$ cat config.mk
export PLATFORM = sky130hd
export DESIGN_NAME = axi_mst_write
export DESIGN_NICKNAME = d
export VERILOG_FILES = /design/src/rtl/axi_mst_write.sv
export SDC_FILE = /design/constraint.sdc
export NUM_CORES = 1
export LEC_CHECK = 0
export CORE_UTILIZATION = 30
export DETAILED_ROUTE_END_ITERATION = 6
export GPL_TIMING_DRIVEN = 1
export PLACE_DENSITY = 0.53
export RECOVER_POWER = 25
export SLEW_MARGIN = 20
export SYNTH_ARGS = -nofsm -noshare
export SYNTH_HDL_FRONTEND = slang
export SYNTH_SLANG_ARGS = --single-unit
$ cat constraint.sdc
create_clock -name clk -period 13.9 [get_ports clk]
set_input_delay 2.78 -clock clk [delete_from_list [all_inputs] [get_ports clk]]
set_output_delay 2.78 -clock clk [all_outputs]
set_load 0.01 [all_outputs]
$ cat src/rtl/axi_mst_write.sv
// AXI-Stream to AXI4 write master: drains a 16-deep stream FIFO into NBURST contiguous INCR bursts.
// Optional build macro AXI_MST_WRITE_ERRCNT_EN adds ERR_REG, a saturating count of non-OKAY write responses.
module axi_mst_write #(
    parameter int ID_WIDTH       = 6,
    parameter int DATA_WIDTH     = 64,
    parameter int BURST_LENGTH   = 7,
    parameter int B_BURST_LENGTH = 4
) (
    input  logic                      clk,
    input  logic                      rstn,
    output logic [ID_WIDTH-1:0]       m_axi_awid,
    output logic [31:0]               m_axi_awaddr,
    output logic [B_BURST_LENGTH-1:0] m_axi_awlen,
    output logic [2:0]                m_axi_awsize,
    output logic [1:0]                m_axi_awburst,
    output logic [1:0]                m_axi_awlock,
    output logic [3:0]                m_axi_awcache,
    output logic [2:0]                m_axi_awprot,
    output logic [3:0]                m_axi_awqos,
    output logic                      m_axi_awvalid,
    input  logic                      m_axi_awready,
    output logic [DATA_WIDTH-1:0]     m_axi_wdata,
    output logic [DATA_WIDTH/8-1:0]   m_axi_wstrb,
    output logic                      m_axi_wlast,
    output logic                      m_axi_wvalid,
    input  logic                      m_axi_wready,
    input  logic [ID_WIDTH-1:0]       m_axi_bid,
    input  logic [1:0]                m_axi_bresp,
    input  logic                      m_axi_bvalid,
    output logic                      m_axi_bready,
    input  logic                      s_axis_tvalid,
    input  logic [DATA_WIDTH-1:0]     s_axis_tdata,
    output logic                      s_axis_tready,
    input  logic                      START_REG,
    input  logic [31:0]               ADDR_REG,
    input  logic [31:0]               NBURST_REG,
`ifdef AXI_MST_WRITE_ERRCNT_EN
    output logic [31:0]               ERR_REG,
`endif
    output logic                      WIDLE_REG
);

    localparam int STRB_W = DATA_WIDTH / 8;
    localparam int BEAT_W = (BURST_LENGTH > 0) ? $clog2(BURST_LENGTH + 1) : 1;
    localparam logic [31:0] ADDR_INC = 32'((BURST_LENGTH + 1) * STRB_W);
    localparam logic [BEAT_W-1:0] LAST_BEAT = BEAT_W'(BURST_LENGTH);

    typedef enum logic [3:0] {
        INIT_ST, START_ST, READ_REGS_ST, ADDR_ST, DATA_ST,
        RESP_ST, NBURST_ST, INCR_ADDR_ST, END_ST
    } state_t;

    state_t            state_q, state_d;
    logic [31:0]       addr_q, addr_d;
    logic [31:0]       nburst_q, nburst_d;
    logic [31:0]       bcnt_q, bcnt_d;
    logic [BEAT_W-1:0] beat_q, beat_d;
    logic              awvalid_q, awvalid_d;
    logic              bready_q, bready_d;
    logic              widle_q, widle_d;

    logic [DATA_WIDTH-1:0] mem [16];
    logic [3:0]            wr_ptr_q, wr_ptr_d, rd_ptr_q, rd_ptr_d;
    logic [4:0]            count_q, count_d;
    logic                  fifo_full, fifo_empty, push, pop;

    // bid is never checked (single ID); bresp only feeds the optional error counter
    logic unused_inputs;
    assign unused_inputs = ^{m_axi_bid, m_axi_bresp};

    assign fifo_full  = (count_q == 5'd16);
    assign fifo_empty = (count_q == 5'd0);
    assign push       = s_axis_tvalid & ~fifo_full;
    assign pop        = m_axi_wvalid & m_axi_wready;

    assign s_axis_tready = ~fifo_full;
    assign m_axi_wdata   = mem[rd_ptr_q];
    assign m_axi_wvalid  = (state_q == DATA_ST) & ~fifo_empty;
    assign m_axi_wlast   = (state_q == DATA_ST) & (beat_q == LAST_BEAT);
    assign m_axi_wstrb   = '1;
    assign m_axi_awid    = '0;
    assign m_axi_awaddr  = addr_q;
    assign m_axi_awlen   = B_BURST_LENGTH'(BURST_LENGTH);
    assign m_axi_awsize  = 3'($clog2(STRB_W));
    assign m_axi_awburst = 2'b01;
    assign m_axi_awlock  = '0;
    assign m_axi_awcache = '0;
    assign m_axi_awprot  = '0;
    assign m_axi_awqos   = '0;
    assign m_axi_awvalid = awvalid_q;
    assign m_axi_bready  = bready_q;
    assign WIDLE_REG     = widle_q;

    always_comb begin
        wr_ptr_d = push ? wr_ptr_q + 4'd1 : wr_ptr_q;
        rd_ptr_d = pop  ? rd_ptr_q + 4'd1 : rd_ptr_q;
        count_d  = count_q;
        if (push && !pop) begin
            count_d = count_q + 5'd1;
        end else if (pop && !push) begin
            count_d = count_q - 5'd1;
        end
    end

    always_ff @(posedge clk or negedge rstn) begin
        if (!rstn) begin
            wr_ptr_q <= '0;
            rd_ptr_q <= '0;
            count_q  <= '0;
        end else begin
            wr_ptr_q <= wr_ptr_d;
            rd_ptr_q <= rd_ptr_d;
            count_q  <= count_d;
        end
    end

    // Storage carries no reset; occupancy is tracked by the pointers alone
    always_ff @(posedge clk) begin
        if (push) begin
            mem[wr_ptr_q] <= s_axis_tdata;
        end
    end

    always_comb begin
        state_d  = state_q;
        addr_d   = addr_q;
        nburst_d = nburst_q;
        bcnt_d   = bcnt_q;
        beat_d   = beat_q;
        case (state_q)
            INIT_ST:  state_d = START_ST;
            START_ST: if (START_REG) state_d = READ_REGS_ST;
            READ_REGS_ST: begin
                addr_d   = ADDR_REG;
                nburst_d = NBURST_REG;
                bcnt_d   = '0;
                state_d  = (NBURST_REG != 32'd0) ? ADDR_ST : END_ST;
            end
            ADDR_ST: begin
                if (m_axi_awready) begin
                    beat_d  = '0;
                    state_d = DATA_ST;
                end
            end
            DATA_ST: begin
                if (pop) begin
                    if (beat_q == LAST_BEAT) begin
                        state_d = RESP_ST;
                    end else begin
                        beat_d = beat_q + 1'b1;
                    end
                end
            end
            RESP_ST: begin
                if (m_axi_bvalid) begin
                    bcnt_d  = bcnt_q + 32'd1;
                    state_d = NBURST_ST;
                end
            end
            NBURST_ST:    state_d = (bcnt_q == nburst_q) ? END_ST : INCR_ADDR_ST;
            INCR_ADDR_ST: begin
                addr_d  = addr_q + ADDR_INC;
                state_d = ADDR_ST;
            end
            END_ST:  if (!START_REG) state_d = START_ST;
            default: state_d = INIT_ST;
        endcase
        // Handshake outputs are registered, decoded from the state being entered
        awvalid_d = (state_d == ADDR_ST);
        bready_d  = (state_d == RESP_ST);
        widle_d   = (state_d == START_ST);
    end

    always_ff @(posedge clk or negedge rstn) begin
        if (!rstn) begin
            state_q   <= INIT_ST;
            addr_q    <= '0;
            nburst_q  <= '0;
            bcnt_q    <= '0;
            beat_q    <= '0;
            awvalid_q <= 1'b0;
            bready_q  <= 1'b0;
            widle_q   <= 1'b0;
        end else begin
            state_q   <= state_d;
            addr_q    <= addr_d;
            nburst_q  <= nburst_d;
            bcnt_q    <= bcnt_d;
            beat_q    <= beat_d;
            awvalid_q <= awvalid_d;
            bready_q  <= bready_d;
            widle_q   <= widle_d;
        end
    end

`ifdef AXI_MST_WRITE_ERRCNT_EN
    logic [31:0] err_q, err_d;

    always_comb begin
        err_d = err_q;
        if (state_q == READ_REGS_ST) begin
            err_d = '0;
        end else if ((state_q == RESP_ST) && m_axi_bvalid && (m_axi_bresp != 2'b00)
                     && (err_q != 32'hFFFF_FFFF)) begin
            err_d = err_q + 32'd1;
        end
    end

    always_ff @(posedge clk or negedge rstn) begin
        if (!rstn) begin
            err_q <= '0;
        end else begin
            err_q <= err_d;
        end
    end

    assign ERR_REG = err_q;
`endif

endmodule
# Word-level counts from Yosys, hierarchy flattened
# Memory sizes are Yosys's and may differ from the RTL's.
# Index checks and enable logic that the tools add are counted.
[totals]
regBits = 119
ram_bits = 1024
in_bits = 143
output_inout_bits = 138
n_memories = 1
[memory_table]
columns = ["name", "depth", "word_bits", "read_ports", "rd_clocked_by_memory_dff", "wr", "line", "rtl"]
rows = [
  ["mem", 16, 64, 1, 0, 1, "62", "logic [DATA_WIDTH-1:0] mem [16];"],
]
[classes]
add_sub_neg = 7
n_eq_ne = 18
muxes = 20
n_bitwise = 6
n_reduce_logical = 13
[ops]
columns = ["op", "n"]
rows = [
  ["$pmux 32 s2", 2],
  ["$pmux 4 s9", 1],
  ["$add 32x1->32 const B", 1],
  ["$add 32x7->32 const B", 1],
  ["$eq 32x32->1", 1],
  ["$mux 32", 1],
  ["$mux 4", 8],
  ["$reduce_bool 32->1", 1],
  ["$eq 4x3->1 const B", 5],
  ["$eq 4x2->1 const B", 3],
  ["$mux 5", 2],
  ["$mux 3", 3],
  ["$add 4x1->4 const B", 2],
  ["$eq 4x1->1 const B", 2],
  ["$ne 2x2->1 const B", 4],
  ["$reduce_bool 2->1", 4],
  ["$pmux 3 s2", 1],
  ["$add 5x1->5 const B", 1],
  ["$eq 5x5->1 const B", 1],
  ["$logic_not 5->1", 1],
  ["$sub 5x1->5 const B", 1],
  ["$and 1x1->1", 4],
  ["$eq 4x4->1 const B", 1],
  ["$logic_not 4->1", 1],
  ["8 further kinds", 12],
]

# Depth between registers and ports, before layout
[depth]
ltp_word = 7
depth_mapped = 12

# Worst setup path after synthesis
# Ideal clock, no wire load.
[synth_path]
path_kind = "input to register"
from = "in s_axis_tvalid"
to = "mem mem[3][0], enable pin"
setup_ns = 0.564
t_arrival_ns = 7.682
t_required_ns = 13.336
path_slack_ns = 5.654
cell_stages = 4
path_buffers = 1
cell_sequence = "and2_1 clkbuf_1 nand2_1 nor3_1"
[synth_via]
elab_chain_len = 3
[synth_rtl]
columns = ["element", "line", "rtl"]
rows = [
  ["from (decl)", "31", "input logic s_axis_tvalid,"],
  ["$and 1x1->1", "73", "assign push = s_axis_tvalid & ~fifo_full;"],
  ["via push", "65", "logic fifo_full, fifo_empty, push, pop;"],
  ["$mux 1", "119", "if (push) begin"],
  ["$mux 1 (implied by the code)", "120", "mem[wr_ptr_q] <= s_axis_tdata;"],
  ["to (decl)", "62", ""],
]
# The timed path passes the listed nets, and every way through them passes these cells.

# Worst setup path after layout
[layout_path]
from = "reg rd_ptr_q[0]"
to = "out m_axi_wdata[2]"
[layout_via]
elab_chain_len = 1
[layout_rtl]
columns = ["element", "line", "rtl"]
rows = [
  ["from (decl)", "63", "logic [3:0] wr_ptr_q, wr_ptr_d, rd_ptr_q, rd_ptr_d;"],
  ["from (signal assigned)", "112", "rd_ptr_q <= rd_ptr_d;"],
  ["$mem_v2 16x64", "--", ""],
  ["to (decl)", "22", "output logic [DATA_WIDTH-1:0] m_axi_wdata,"],
]
# No other way between the ends.

==> metrics <==
Rel. slew slack -1.58; Final Hold Viols 0; row count 141; CTS Hold Bufs 0; Unique masters post-synth 62; Initial DRT Pass Iterations 7; max incr delay on CP 0.91 ns; reg2reg start count_q[0]; Synth Flop Type edfxtp_1; CP Buf/Inv Count 4; Avg Vias per Cell approximately 4.8; PD cells 202 nW/um^2; initial antenna violation count 24; first-pass GRT wire length about 160000 um; Setup Crit Path Kind flip-flop to primary output; Detailed Route WL ~110000 um; Worst Path Arrival ~5.0 ns; cell taking the most area after synthesis edfxtp_1; RD Place Congestion between 0.8 and 0.9; Die W 389 um; CP max-delay cell dfrtp_4; asr flop ratio synth 0.104; Clock Skew ~0.053 ns; worst hold-check path type flip-flop to flip-flop; Clock Pin Slew Worst Setup and Hold Paths about 0.060 ns; post-layout util 0.365; routed length per instance 24.3 um; grt ovf 0; worst vdd ir between 100 and 150 uV; worst skew pair latency around 0.75 ns; Tcrit/Tclk final 0.559; largest net degree at the start of global routing 95; DR DRC count 0; Post-synth EDFFs between 1000 and 1500; Final Cell Area 54200 um^2; max cap viols 1; post-cts sizing count 0; # Post-CTS Setup Buffers 0; Final Critical Period about 8 ns; core footprint about 150000 um^2; area share of the largest cell type after synthesis 0.683; mean post-synth cell area a little over 20 um^2; Synth Warn # 0; GRT Overall Usage 0.148; # port buffers ~240; data required time at the worst endpoint 11.12 ns; outcome complete, but fails checks; RSZ-0062 raised after global routing false; height of the die 389 um; Post-DP Area about 50000 um^2; CTS Sinks around 1100; CTS tree yes; Final setup viols 0; antenna-violating nets left 0; Crit path max-delay family buffers and inverters; Worst Setup Start Kind flip-flop; commonest cells in the netlist 1024 x edfxtp_1, 320 x mux4_2, 173 x nand2_1; HP Start m_axi_awaddr[1]; layout net count about 2600; Mapped Area ~45000 um^2; worst path cell trace buf_4, buf_4, buf_16, mux4_2, mux4_2, clkdlybuf4s50_1; TNS Setup 0 ns; Synth Register Bits 1143; dpl hpwl approximately 60000 um; Detailed Route Iter0 Violations 1634; CP Capture Type primary output; Worst Path Max Fanout 42; Pleak approximately 17 nW; Critical Path Source rd_ptr_q[0]; count leader, synth edfxtp_1; sequential share of the synthesized area 0.749; share of cells above drive strength 1 0.229; Initial Util 0.303; violations in the final reports max-capacitance violations, max-slew violations; Vias approximately 22000; die area 152000 um^2; Area Growth Syn to Fin 20.3%; vias in the first global route between 20000 and 25000; top cells by area, synth edfxtp_1 68%, mux4_2 16%, dfrtp_1 6.6%, nand2_1 1.4%, xor2_1 0.97%; H-Tree Depth 4; TritonCTS Buffers between 100 and 150; Pins Over Slew Limit 67; Worst-Margin Slew roughly 3.9 ns; I/O Pins 281; clock root cell clkbuf_16; Syn Inst Count roughly 2200; fmax ~0.13 GHz; Max clock buf depth 3
==> worst min-delay path: stages (launching register included) <==
cell and delay (ns):
dfrtp_1 0.34, nand2_1 0.05, nand2_1 0.06
==> cells by family (layout without fill, tap and decap cells) <==
group,Yosys count,in the layout,synth area share
compound gates,92,92,0.0145
simple gates,372,372,0.0400
buf+inv,153,529,0.0169
mux,325,325,0.161
flops,1143,1143,0.749
other cells,2,41,0.000167
fa+ha+maj,15,15,0.00428
xor+xnor,71,71,0.0138
==> area by class of cell <==
type / count / area, um^2
Timing Repair Buffer: 283 / 2730
Inverter: 10 / 37.5
Clock buffer: 158 / 3390
Sequential cell: 1143 / 33700
Fill cell: 13600 / 94200
Antenna cell: 5 / 12.5
Clock inverter: 78 / 977
Multi-Input combinational cell: 911 / 10800
Tap cell: 2002 / 2500
==> report_power, final <==
part	internal (mW)	switching [mW]
Sequential	4.18	0.280
Clock	1.98	1.44
Combinational	1.53	1.53
Total	7.69	3.26
==> worst paths after layout <==
path                       depth (start not counted)  slack [ns]              end
min in group asynchronous                          1        3.36     nburst_q[15]
min                                                2        0.48  m_axi_awaddr[1]
max reg2reg                                        6       10.03        mem[7][0]
max                                                6        6.12   m_axi_wdata[2]
max in group asynchronous                          1        7.79      rd_ptr_q[2]
min reg2reg                                        2        0.48  m_axi_awaddr[1]
==> sequential cells by signal, summed over array words and instances (netlist names) <==
register and cells:
wr_ptr_q 4, rd_ptr_q 4, state_q 4, mem 1024, nburst_q 32, m_axi_bready 1
m_axi_awaddr 32, m_axi_awvalid 1, bcnt_q 32, count_q 5, beat_q 3, WIDLE_REG 1
==> metrics by stage <==
step	setup slack, ns	hold WS, ns	power [mW]	std cells
after global routing	5.69	0.496	11.5	4585
after CTS	5.64	0.483	11.1	4584
after detailed placement	6.51	0.471	7.68	4348
final	6.12	0.480	10.9	4590
after floorplan	5.65	0.455	6.38	2207
after global placement	6.54	0.463	7.61	4348
==> layout by cell type (no fill, tap or decap), types with 12 or more instances in the layout <==
cell type           n
dfrtp_1           115
clkbuf_16         131
ha_1               13
clkdlybuf4s50_1   134
nor2_4             12
xor2_1             50
conb_1             36
clkbuf_1           27
nand4_1            19
o21ai_0            28
nor2_1             37
nor4_1             23
nand2_1           173
mux4_2            320
edfxtp_1         1024
dlygate4sd3_1     101
xnor2_1            21
nand3_1            35
a21oi_1            15
clkinv_2           18
buf_4              45
clkinv_1           23
==> routing by layer <==
layer,up-vias,GRT usage,routed length (um)
li1,9485,-,-
met1,11900,0.182,44600
met2,651,0.253,56500
met3,209,0.0428,7620
met4,32,0.0412,2500
met5,-,0,192
(Power assumes the default switching activity.)
